<file path="config.mk">
export PLATFORM = sky130hd
export DESIGN_NAME = priority_encoder_rr
export DESIGN_NICKNAME = d
export VERILOG_FILES = /design/src/rtl/priority_encoder_pkg.sv /design/src/rtl/pe_rr_select.sv /design/src/rtl/priority_encoder_rr.sv
export SDC_FILE = /design/constraint.sdc
export NUM_CORES = 1
export LEC_CHECK = 0
export CORE_UTILIZATION = 46
export CTS_CLUSTER_DIAMETER = 200
export DETAILED_ROUTE_END_ITERATION = 6
export HOLD_SLACK_MARGIN = 0.12
export PLACE_DENSITY_LB_ADDON = 0.15
export SLEW_MARGIN = 10
export SYNTH_ARGS = -nofsm -noshare
export SYNTH_HDL_FRONTEND = slang
export SYNTH_HIERARCHICAL = 1
export SYNTH_SLANG_ARGS = --single-unit
</file>
<file path="constraint.sdc">
create_clock -name clk -period 4.2 [get_ports clk]
set_input_delay 1.26 -clock clk [delete_from_list [all_inputs] [get_ports clk]]
set_output_delay 1.26 -clock clk [all_outputs]
set_load 0.05 [all_outputs]
</file>
<file path="src/rtl/priority_encoder_pkg.sv">
// Shared constants and helpers for the registered round-robin priority encoder.
package priority_encoder_pkg;

  localparam logic MODE_FIXED = 1'b0;
  localparam logic MODE_RR    = 1'b1;

  // Number of bits needed to hold an index in the range 0..w-1.
  function automatic int clog2_w(input int w);
    int r;
    r = 0;
    for (int i = 0; i < 31; i++) begin
      if ((1 << i) < w) r = i + 1;
    end
    return r;
  endfunction

endpackage

</file>
<file path="src/rtl/pe_rr_select.sv">
// Combinational selector: the highest set request at or below base wins, wrapping at 0.
module pe_rr_select
  import priority_encoder_pkg::*;
#(
  parameter int WIDTH = 8,
  parameter int OUT_W = clog2_w(WIDTH)
) (
  input  logic [WIDTH-1:0] req,
  input  logic [OUT_W-1:0] ptr,
  input  logic             mode,
  output logic [OUT_W-1:0] sel,
  output logic             any
);

  logic [OUT_W-1:0] base;
  logic [WIDTH-1:0] rot;
  logic [OUT_W-1:0] top_idx;

  // Fixed priority is round-robin with the search always starting at the top index.
  assign base = (mode == MODE_FIXED) ? OUT_W'(WIDTH - 1) : ptr;

  // Rotate so that req[base] lands on the MSB, then take the highest set bit.
  always_comb begin
    rot     = '0;
    top_idx = '0;
    for (int j = 0; j < WIDTH; j++) begin
      rot[j] = req[OUT_W'(j + 1 + int'(base))];
    end
    for (int j = 0; j < WIDTH; j++) begin
      if (rot[j]) top_idx = OUT_W'(j);
    end
  end

  assign sel = top_idx + base + OUT_W'(1);
  assign any = |req;

endmodule

</file>
<file path="src/rtl/priority_encoder_rr.sv">
// Sticky request capture feeding a registered valid/ready index output, fixed or round-robin.
module priority_encoder_rr
  import priority_encoder_pkg::*;
#(
  parameter int WIDTH = 8,
  parameter int OUT_W = clog2_w(WIDTH)
) (
  input  logic             clk,
  input  logic             rst_n,
  input  logic [WIDTH-1:0] data_in,
  input  logic             enable,
  input  logic             mode,
  output logic [OUT_W-1:0] data_out,
  output logic             out_valid,
  input  logic             out_ready,
  output logic [WIDTH-1:0] pending
);

  // Handshake: a grant transfers on any rising edge where out_valid & out_ready;
  // while out_valid & !out_ready, data_out and out_valid stay frozen.
  logic [WIDTH-1:0] pending_q, pending_d;
  logic [WIDTH-1:0] cap, clr_mask;
  logic [OUT_W-1:0] data_out_q;
  logic [OUT_W-1:0] ptr_q, ptr_d;
  logic [OUT_W-1:0] sel;
  logic             valid_q, accept, load, any;

  assign accept = valid_q & out_ready;
  assign load   = ~valid_q | accept;
  assign cap    = enable ? data_in : '0;

  always_comb begin
    clr_mask = '0;
    if (accept) clr_mask[data_out_q] = 1'b1;
  end

  // Set beats clear, so a fresh request on the bit being granted stays pending.
  assign pending_d = (pending_q & ~clr_mask) | cap;
  assign ptr_d     = (accept && mode == MODE_RR) ? data_out_q - OUT_W'(1) : ptr_q;

  // Selecting on next-state values drops the accepted bit and advances the pointer at once.
  pe_rr_select #(
    .WIDTH (WIDTH),
    .OUT_W (OUT_W)
  ) u_select (
    .req  (pending_d),
    .ptr  (ptr_d),
    .mode (mode),
    .sel  (sel),
    .any  (any)
  );

  always_ff @(posedge clk or negedge rst_n) begin
    if (!rst_n) begin
      pending_q  <= '0;
      data_out_q <= '0;
      valid_q    <= 1'b0;
      ptr_q      <= OUT_W'(WIDTH - 1);
    end else begin
      pending_q <= pending_d;
      ptr_q     <= ptr_d;
      if (load) begin
        valid_q <= any;
        if (any) data_out_q <= sel;
      end
    end
  end

  assign data_out  = data_out_q;
  assign out_valid = valid_q;
  assign pending   = pending_q;

endmodule
</file>
# Word level (Yosys, flattened, before mapping)

Index checks and enable logic that the tools add are counted.

Bits in registers: 15
Output and inout bits: 12
Word-level logic and storage cells: 67

$add $sub $neg: 10
$lt $le $gt $ge: 9
Muxes and demuxes: 34
Bitwise gates (word level): 6
Reductions and logical operators: 4

Operators by type and width:

| kind                                                | count |
|---|---|
| < comparator 3 x 5 -> 1 bit, second input constant  | 7 |
| binary-select mux 1 bit (select 3 bit)              | 7 |
| 2-to-1 mux 3 bit                                    | 6 |
| 2-to-1 mux 1 bit                                    | 16 |
| 2-to-1 mux 8 bit                                    | 2 |
| adder 3 bit, first input constant                   | 4 |
| bitwise AND 8 bit                                   | 1 |
| NOT 8 bit                                           | 1 |
| OR 8 bit                                            | 1 |
| OR reduction 8 bit                                  | 1 |
| adder 2 x 3 -> 3 bit, first input constant          | 2 |
| < comparator 3 x 4 -> 1 bit, second input constant  | 1 |
| 2-to-1 mux 2 bit                                    | 2 |
| adder 1 x 3 -> 3 bit, first input constant          | 1 |
| adder 3 x 1 -> 3 bit, second input constant         | 1 |
| adder 3 bit                                         | 1 |
| demux 1 bit (select 3 bit)                          | 1 |
| >= comparator 3 x 1 -> 1 bit, second input constant | 1 |
| subtractor 3 x 1 -> 3 bit, second input constant    | 1 |
| logical AND 1 bit                                   | 2 |
| AND reduction 2 bit                                 | 1 |
| bitwise AND 1 bit                                   | 1 |
| NOT 1 bit                                           | 1 |
| OR 1 bit                                            | 1 |

# Logic depth before layout (Yosys ltp)

Gate-level depths: netlist (run 1).

Word-level depth: 20
Mapped depth: 19

# By module

Netlist (run 1), hierarchy kept.

By module, submodules not included:

| module              | instances | cells an instance | area an instance (µm²) |
|---|---|---|---|
| priority_encoder_rr | 1         | 62                | 654.4 |
| pe_rr_select        | 1         | 65                | 580.6 |

# Worst setup path before layout (run 1)

OpenSTA, ideal clock, no wires.

Path type: input port to flip-flop
From: input mode
To: register data_out_q[2], in the netlist data_out[2]
Arrival time: 4686 ps
Setup slack: -611 ps
Stages on the path: 17
Cells stage by stage: nand3_1 -> o21ai_0 -> and2b_1 -> buf_6 -> inv_1 -> ha_1 -> xnor2_1 -> mux4_2 -> a21boi_0 -> o21a_1 -> ha_1 -> inv_1 -> ha_1 -> or4_1 -> o311ai_1 -> xnor2_1 -> mux2_4

Word-level cells in the longest chain between the ends: 16
Elaborated cells on any way between the ends: 40
Those cells by class: add/sub: 9; mux: 30; reduce/logical: 1

Ends and longest elaborated chain:

| what                                                | line                      | source |
|---|---|---|
| start: declaration                                  | priority_encoder_rr.sv:12 | `input logic mode,` |
| logical AND 1 bit *                                 | priority_encoder_rr.sv:39 | `assign ptr_d = (accept && mode == MODE_RR) ? data_out_q - OUT_W'(1) : ptr_q;` |
| 2-to-1 mux 3 bit *                                  | priority_encoder_rr.sv:39 |  |
| net ptr_d[1]                                        | priority_encoder_rr.sv:24 | `logic [OUT_W-1:0] ptr_q, ptr_d;` |
| 2-to-1 mux 3 bit *                                  | pe_rr_select.sv:20        | `assign base = (mode == MODE_FIXED) ? OUT_W'(WIDTH - 1) : ptr;` |
| adder 2 x 3 -> 3 bit                                | pe_rr_select.sv:27        | `rot[j] = req[OUT_W'(j + 1 + int'(base))];` |
| binary-select mux 1 bit (select 3 bit)              | pe_rr_select.sv:27        |  |
| 2-to-1 mux 1 bit (not written as such) (2 in a row) | pe_rr_select.sv:27        |  |
| 2-to-1 mux 1 bit                                    | pe_rr_select.sv:30        | `if (rot[j]) top_idx = OUT_W'(j);` |
| 2-to-1 mux 2 bit (2 in a row)                       | pe_rr_select.sv:30        |  |
| 2-to-1 mux 3 bit (4 in a row)                       | pe_rr_select.sv:30        |  |
| adder 3 bit *                                       | pe_rr_select.sv:34        | `assign sel = top_idx + base + OUT_W'(1);` |
| adder 3 x 1 -> 3 bit *                              | pe_rr_select.sv:34        |  |
| net sel[2]                                          | priority_encoder_rr.sv:25 | `logic [OUT_W-1:0] sel;` |
| end signal: assignment                              | priority_encoder_rr.sv:64 | `if (any) data_out_q <= sel;` |
| end: declaration                                    | priority_encoder_rr.sv:23 | `logic [OUT_W-1:0] data_out_q;` |

Mark *: on every way through the listed nets, which the timed path passes. The rest lies on a longest branch. The select of a mux whose other input is x is not followed.
A chain may end at the register's enable or synchronous reset.

# Worst setup path after layout (run 1)

Ends and elaborated chain as after synthesis.

==> results of run 1 <==
## synth_stat cells, drive strengths merged
cell type	instances	area [um^2]
mux2	3	45.0
dfstp	3	78.8
dfrtp	12	300
or2b	2	15.0
ha	4	50.1
mux2i	9	103
or3b	1	8.76
and2b	1	7.51
o31ai	3	22.5
nor2	2	7.51
o211ai	1	12.5
o21a	1	7.51
nand2	26	105
buf	3	33.8
nor4	2	12.5
nand3	2	10.0
a31oi	1	6.26
xnor2	4	35.0
a21boi	2	15.0
inv	7	26.3
nand3b	1	7.51
clkbuf	2	7.51
or2	2	12.5
or4	1	7.51
o32ai	4	35.0
and3	2	12.5
mux4	5	116
or3	2	12.5
nand2b	6	52.6
o21ai	11	55.1
nor3	1	5.00
o311ai	1	8.76
## critical path: cells and delay by family
kind	cells	cell delay, ns
buffers and inverters	4	0.55
AOI/OAI and AO/OA	4	0.44
xor gates and xnor gates	1	0.09
muxes	3	0.86
and+or+nand+nor	4	0.95
adders and majority gates	2	0.30
## power by group through the flow
stage          Combinational, uW  Clock, uW  Sequential, uW
3_5_place_dp                1060          0             266
3_3_place_gp                1030          0             258
6_report                    1150       84.3             268
5_1_grt                     1220       96.1             275
4_1_cts                     1110       87.0             266
2_1_floorplan                514          0             423
## flip-flops by register name, indices dropped and copies added (netlist names)
register / count
data_out: 3
out_valid: 1
pending: 8
ptr_q: 3
## logic make-up (layout without fill, tap and decap cells)
logic type      Yosys count  after routing  share of synthesized area, %
simple gates             51             51                          22.4
compound gates           24             24                          13.2
mux                      17             17                          21.4
flops                    15             15                          30.7
buf+inv                  12             73                          5.47
fa+ha+maj                 4              4                          4.05
xor+xnor                  4              4                          2.84
## metrics by stage
step | instances | setup TNS, ns | total power [uW] | hold WS (ns) | instance area, um^2
after global placement | 207 | -1.53 | 1290 | 0.553 | 1770
after CTS | 217 | -0.0291 | 1460 | 0.589 | 1860
after detailed placement | 207 | -1.65 | 1320 | 0.583 | 1770
final | 218 | -0.0664 | 1500 | 0.601 | 1890
after floorplan | 127 | -0.217 | 937 | 0.467 | 1300
after global routing | 218 | -0.178 | 1590 | 0.634 | 1890
## layer usage
metal	part of all wire, %	vias up
met4	1.2	0
li1	-	585
met2	53	33
met3	3.9	4
met1	42	583
met5	0	-
## cell type report
cell class	count	area, um^2	area share (%)
clock buffers	4	26.3	1.39
flip-flops and latches	15	379	20.1
inverters	7	28.8	1.52
repair buffers	62	523	27.7
multi-input cells	100	896	47.4
well taps	30	37.5	1.99
## worst min path at each step
| stage | endpoint | cells after the start | slack, ns |
|---|---|---|---|
| 4_1_cts | pending[2]$_DFF_PN0_ | 2 | 0.59 |
| 3_5_place_dp | pending[6]$_DFF_PN0_ | 2 | 0.58 |
| 5_1_grt | pending[2]$_DFF_PN0_ | 2 | 0.63 |
| 2_1_floorplan | ptr_q[0]$_DFF_PN1_ | 2 | 0.47 |
| 3_3_place_gp | pending[7]$_DFF_PN0_ | 2 | 0.55 |
| 6_report | pending[2]$_DFF_PN0_ | 2 | 0.60 |
## what timing repair did
action | 4_1_cts | 5_1_grt
gates resized for setup | 18 | 7
setup buffers | 6 | 1
pin swaps | 12 | 1
endpoints found under the setup margin | 2 | 1
==> impl_metrics.ini, run 1 <==
[die]
design.die.area_um2 = 2900
coreArea_um2 = 2500
start_util_pct = 49.4
rows = 18
dieHeight_um = 53.8
ios = 25
die_x_um = 53.8

[global_routing]
grtUsageMet1_pct = 30.2
top_usage_layer = met2
grt_use_met2_pct = 50.8
overflow = 0
grt_pass1_wl_um = 5380
grtUsageMet3_pct = 6.50
first_global_vias = 1190
antenna_found_initial = 0
grt_max_degree = 16
gr-usage-all-layers_pct = 27.0

[timing]
skew_ns = 0.00254
rsz0062_at_grt = true
hold_violations = 0
fin_crit_sh_pct = 102
setup_slack_ns = -0.0664
slew_viol_final = 0
setup_viol = 1
fin_crit_ns = 4.27
worst_pin_slew_ns = 0.706
relSlewSlack_pct = 52.8
clock.fmax_mhz = 234

[critical_path]
reg2regPathDepth = 17
rrSetupSlack_ns = 0.35
cpMaxStageDelayCell = mux4_2
endpoint_kind = register
required_ns = 4.38
crit_top_cell = buf_4
reg2reg_from = data_out[0]$_DFFE_PN0P_
r2r-end = data_out[2]$_DFFE_PN0P_
arrival_ns = 4.44
max_stage_delay_ns = 0.48
crit_end = data_out[2]$_DFFE_PN0P_
crit_path_start = mode
crit_path_start_kind = input pin
crit_fanout = 7
path_cells = clkdlybuf4s15_2 -> nand3_4 -> nand2_2 -> o21ai_4 -> nand2b_4 -> buf_4 -> buf_4 -> mux2i_1 -> mux4_2 -> a21boi_1 -> o21a_1 -> ha_1 -> inv_1 -> ha_2 -> or4_4 -> o311ai_2 -> xnor2_1 -> mux2_4
worst-setup-path-type = input pin to register

[clock_network]
hold_buffers = 0
numClockSinks = 15
clock_latency_ns = 0.28
path_clk_slew_ns = 0.09
htreeDepth = 1
clk_path_buf_depth = 2
cts_tree = done
clock-root-buffer = clkbuf_4
cts_inserted_buffers = 3

[hold_path]
min_path_type = register to register
hp-start = pending[2]$_DFF_PN0_

[outcome]
violations = negative setup slack
outcome = complete, but fails checks

[synth]
synth_area_um2 = 1230
yosysSeqAreaShare_pct = 30.7
ys_types = 36
synth.net_count = 144
syn_avg_cell_area_um2 = 9.72
yosysWarnings = 6
syn_inst = 127
synth_seq_cells = 15

[route]
wl_um = 3520
wl_per_cell_um = 16.1
via_per_inst = 5.53
drt_drc_violations_left = 0
drt_pass1_iterations = 4
vias = 1205
ant_nets = 0
drt_iter0_markers = 49

[power]
switchingPower_uw = 691
p_leak_uw = 0.000811
switching_share_pct = 46.1
power_density_nw_per_um2 = 793
pwr-share-clk_pct = 5.6
p_seq_share_pct = 17.9
power_frac_comb_pct = 76.5
ir_drop_mv = 0.615
internal-power_uw = 809

[layout]
syn2layout_area_growth_pct = 53.1
nNetsFinal = 206
layout_common_cells = buf_4 (39), nand2_1 (23), clkdlybuf4s50_1 (21), dfrtp_1 (12), inv_1 (6)
final_core_util_pct = 75.6
antenna_cells = 0
drive_above_1_share_pct = 42.0
layout_commonest_cell = buf_4
nFillCells = 177

[place]
hpwlAfterDp_um = 2700
numPortBuffers = 24
pre_cts_slack_ns = -0.959
place.gp.congestion = 0.886

[run]
maxCapViolCount = 0
No activity file was read; power rests on OpenSTA's default activity.
==> run 2: changes to the inputs <==
Settings changed: GPL_TIMING_DRIVEN set to 0.
==> impl_metrics.ini, run 2 (synthesized netlist as in run 1, its figures left out) <==
[timing]
fin_crit_sh_pct = 103
slew_viol_final = 0
fin_crit_ns = 4.32
skew_ns = 0.00222
relSlewSlack_pct = 56.9
hold_ws_ns = 0.497
setup_slack_ns = -0.118
worst_pin_slew_ns = 0.645
setup_viol = 1
hold_violations = 0
rsz0062_at_grt = true
clock.fmax_mhz = 232

[global_routing]
gr-usage-all-layers_pct = 23.5
grt_pass1_wl_um = 4790
first_global_vias = 973
overflow = 0
grt_max_degree = 16
antenna_found_initial = 0

[die]
die_x_um = 53.8
ios = 25
dieHeight_um = 53.8
design.die.area_um2 = 2900
rows = 18
coreArea_um2 = 2500
start_util_pct = 49.4

[critical_path]
crit_buf_inv = 3
arrival_ns = 4.50
critPathTopFamily = multiplexers
cpMaxStageDelayCell = mux4_2
path_cells = buf_8 -> buf_6 -> nand3b_1 -> o31ai_1 -> nand2_1 -> mux4_2 -> mux2i_1 -> o31ai_2 -> a21boi_2 -> o21a_1 -> ha_2 -> inv_2 -> ha_4 -> or4_4 -> o311ai_4 -> xnor2_1 -> mux2_4
worst-setup-path-type = input pin to register
endpoint_kind = register
crit_fanout = 5
crit_path_start_kind = input pin
max_stage_delay_ns = 0.54
required_ns = 4.38

[route]
drt_pass1_iterations = 4
wl_per_cell_um = 16.0
ant_nets = 0
drt_iter0_markers = 17
wl_met1_um = 1410
wl_met3_um = 185
via_per_inst = 5.69
vias = 1116
wl_um = 3140
top_layer = met4
route.met2.wl_um = 1530
drt_drc_violations_left = 0

[clock_network]
numClockSinks = 15
cts_tree = done
clk_path_buf_depth = 2
clock_latency_ns = 0.28
cts_inserted_buffers = 3
htreeDepth = 1
clock-root-buffer = clkbuf_4
path_clk_slew_ns = 0.09

[layout]
nFillCells = 186
antenna_cells = 0
layout_common_cells = clkdlybuf4s50_1 (21), nand2_1 (19), buf_4 (14), dfrtp_1 (12)
layout.cells.non_filler = 196
drive_above_1_share_pct = 38.6
largest_reg_flops = 8
syn2layout_area_growth_pct = 44.8
design_area_um2 = 1790
nNetsFinal = 184
layout_commonest_cell = clkdlybuf4s50_1
final_core_util_pct = 71.5

[power]
ir_drop_mv = 0.566
power_density_nw_per_um2 = 790
p_leak_uw = 0.000724

[place]
numPortBuffers = 23
placed_cell_area_um2 = 1570
pre_cts_slack_ns = -1.34
post-place-cells = 180
place.gp.congestion = 0.722
hpwlAfterDp_um = 2160

[run]
maxCapViolCount = 0

[outcome]
violations = negative setup slack
outcome = complete, but fails checks

[hold_path]
min_path_type = register to register
run 2: per-layer routing:
layer	vias up	global-route usage, %
met1	530	34.3
met2	44	36.2
met4	0	2.63
li1	540	-
met5	-	0
met3	2	5.65
run 2: worst paths after layout:
path	slack [ns]	depth (start not counted)	startpoint	to
max	-0.12	17	out_ready	data_out[2]$_DFFE_PN0P_
min	0.50	2	ptr_q[0]$_DFF_PN1_	ptr_q[0]$_DFF_PN1_
max reg2reg	0.23	18	data_out[1]$_DFFE_PN0P_	data_out[2]$_DFFE_PN0P_
min reg2reg	0.50	2	ptr_q[0]$_DFF_PN1_	ptr_q[0]$_DFF_PN1_
max in group asynchronous	2.42	1	rst_n	data_out[1]$_DFFE_PN0P_
min in group asynchronous	1.36	1	rst_n	out_valid$_DFFE_PN0P_
run 2: what timing repair did:
action	4_1_cts	5_1_grt
endpoints found under the setup margin	3	1
hold buffers	0	0
setup buffers	8	7
resized for setup	28	13
hold endpoints to repair	0	0
pin swaps	12	11
run 2: where the power goes:
group | switching [uW] | total (uW) | internal [uW] | leakage (uW)
sequential | 58.0 | 272 | 214 | 0.000152
combinational | 578 | 1060 | 480 | 0.000555
clock | 47.3 | 82.7 | 35.4 | 0.0000177
total | 684 | 1410 | 729 | 0.000724
run 2: metrics by stage:
step	power (uW)	setup TNS, ns
floorplan	937	-0.217
global placement	1140	-2.23
detailed placement	1170	-2.48
CTS	1330	-0.171
global route	1500	-0.266
finish	1410	-0.118
run 2: worst register-to-register path: stages, from the launching register on:
cell and delay (ns):
dfrtp_1 0.51, inv_1 0.09, ha_1 0.31, o21ai_4 0.16, and2b_1 0.20, buf_6 0.13
inv_8 0.05, ha_4 0.13, xnor2_2 0.12, mux4_2 0.56, a21boi_2 0.15, o21a_1 0.15
ha_2 0.17, inv_2 0.04, ha_4 0.14, or4_4 0.49, o311ai_4 0.11, xnor2_1 0.11
mux2_4 0.27
run 2: final cells by class:
cell class	count	area (um^2)	share of cell area [%]
Inverter	7	33.8	1.89
Clock inverter	1	5.00	0.280
Sequential cell	15	379	21.2
Multi-Input combinational cell	100	933	52.2
Tap cell	30	37.5	2.10
Clock buffer	3	22.5	1.26
Buffer	2	15.0	0.840
Timing Repair Buffer	38	362	20.2
==> run 3: changes to the inputs <==
Settings changed: CORE_MARGIN set to 10, CORE_UTILIZATION 46 to 35.
==> impl_metrics.ini, run 3 (synthesized netlist as in run 1, its figures left out) <==
[timing]
slew_viol_final = 0
hold_ws_ns = 0.518
clock.fmax_mhz = 237
fin_crit_sh_pct = 101
setup_slack_ns = -0.0210
hold_violations = 0
fin_crit_ns = 4.22
rsz0062_at_grt = true
relSlewSlack_pct = 54.9
skew_ns = 0.00380
fin_tns_setup_ns = -0.0210
setup_viol = 1
worst_pin_slew_ns = 0.674

[place]
post-place-cells = 196
numPortBuffers = 23
place.gp.congestion = 0.805
hpwlAfterDp_um = 2510

[clock_network]
hold_buffers = 0
clk_path_buf_depth = 2
cts_tree = done
path_clk_slew_ns = 0.09
htreeDepth = 1
cts_inserted_buffers = 3
clock_latency_ns = 0.28
clock-root-buffer = clkbuf_4
numClockSinks = 15

[global_routing]
first_global_vias = 1151
grt_pass1_wl_um = 5670
antenna_found_initial = 0
grt_max_degree = 16
gr-usage-all-layers_pct = 11.0
overflow = 0

[route]
wl_um = 3300
via_per_inst = 5.25
vias = 1092
drt_drc_violations_left = 0
wl_per_cell_um = 15.8
drt_pass1_iterations = 4
ant_nets = 0
drt_iter0_markers = 49

[layout]
layout.cells.non_filler = 208
syn2layout_area_growth_pct = 43.6
antenna_cells = 0
layout_common_cells = nand2_1 (23), clkdlybuf4s50_1 (21), dfrtp_1 (12), buf_4 (10), o21ai_0 (7)
layout_commonest_cell = nand2_1
final_core_util_pct = 52.7
drive_above_1_share_pct = 33.3
nFillCells = 343
largest_reg_flops = 8
seqCellArea_um2 = 379
nNetsFinal = 180
multi_input_area_um2 = 921

[die]
rows = 21
ios = 25
die_x_um = 79.4
dieHeight_um = 79.4
start_util_pct = 36.7
design.die.area_um2 = 6300
coreArea_um2 = 3360

[power]
p_seq_share_pct = 19.3
internal-power_uw = 718
p_leak_uw = 0.000706
switchingPower_uw = 668
power_density_nw_per_um2 = 781
pwr-share-clk_pct = 5.8
switching_share_pct = 48.2
ir_drop_mv = 0.237
power_frac_comb_pct = 74.9

[hold_path]
holdPathStages = 2
min_path_type = register to register
hp-start = ptr_q[2]$_DFF_PN1_
whs_endpoint = ptr_q[2]$_DFF_PN1_

[run]
maxCapViolCount = 0

[critical_path]
endpoint_kind = register
crit_path_start_kind = input pin
crit_path_start = mode
arrival_ns = 4.39
crit_fanout = 6
required_ns = 4.37
r2r-end = data_out[2]$_DFFE_PN0P_
rrSetupSlack_ns = 0.32
reg2regPathDepth = 18
reg2reg_from = data_out[1]$_DFFE_PN0P_
worst-setup-path-type = input pin to register

[outcome]
violations = negative setup slack
outcome = complete, but fails checks
==> run 3: cell types whose count changed in the layout (fill, tap and decap cells not counted), moves of 2 or more <==
cell	delta
buf_4	-4
a21boi_1	+2
nand2_2	-3
nand2_1	+4
==> run 3: per-stage QoR <==
stage	instance area [um^2]	worst slack, ns	total power, uW
6_report	1770	-0.0210	1390
5_1_grt	1770	-0.133	1480
4_1_cts	1760	-0.0540	1380
3_5_place_dp	1590	-1.40	1170
3_3_place_gp	1590	-1.32	1150
2_1_floorplan	1300	-0.217	937
==> run 3: layer usage <==
layer  share of wire, %  up-vias  track usage (%)
li1                   -      528                -
met1                 47      535             13.8
met2                 48       25             18.0
met3                3.1        4             1.46
met4                1.8        0             5.73
met5                  0        -                0
==> run 3: layout make-up <==
cell class | count | share of cell area [%]
Timing Repair Buffer | 33 | 18.1
Sequential cell | 15 | 21.4
Tap cell | 46 | 3.25
Inverter | 7 | 1.91
Buffer | 3 | 1.98
Multi-Input combinational cell | 100 | 51.9
Clock buffer | 4 | 1.48
==> run 3: power groups by stage <==
stage	logic, uW	registers (uW)	clock network, uW
final	1040	267	81.0
after global placement	887	268	0
after CTS	1030	268	83.7
after global routing	1120	278	88.9
after floorplan	514	423	0
after detailed placement	904	269	0
==> run 3: timing repair <==
item / 4_1_cts / 5_1_grt
endpoints found under the setup margin: 3 / 1
buffers inserted: 10 / 0
gates resized for setup: 31 / 5
pin swaps: 12 / 7
==> run 3: worst max-delay path, stage by stage <==
cell,delay (ns)
buf_12,0.08
nand3_4,0.13
nand2_2,0.12
o21ai_4,0.06
and2b_1,0.20
buf_6,0.12
inv_8,0.03
ha_4,0.15
xnor2_2,0.14
mux4_2,0.55
a21boi_1,0.14
o21a_1,0.17
ha_2,0.17
inv_2,0.04
ha_4,0.15
or4_4,0.42
o311ai_4,0.10
xnor2_1,0.09
mux2_4,0.26
==> run 3: worst max-delay path by stage <==
stage / to / slack (ns) / cells past startpoint
floorplan: data_out[2]$_DFFE_PN0P_ / -0.22 / 17
global placement: data_out[2]$_DFFE_PN0P_ / -1.32 / 17
detailed placement: data_out[2]$_DFFE_PN0P_ / -1.40 / 17
CTS: data_out[2]$_DFFE_PN0P_ / -0.05 / 19
global route: data_out[2]$_DFFE_PN0P_ / -0.13 / 19
finish: data_out[2]$_DFFE_PN0P_ / -0.02 / 19
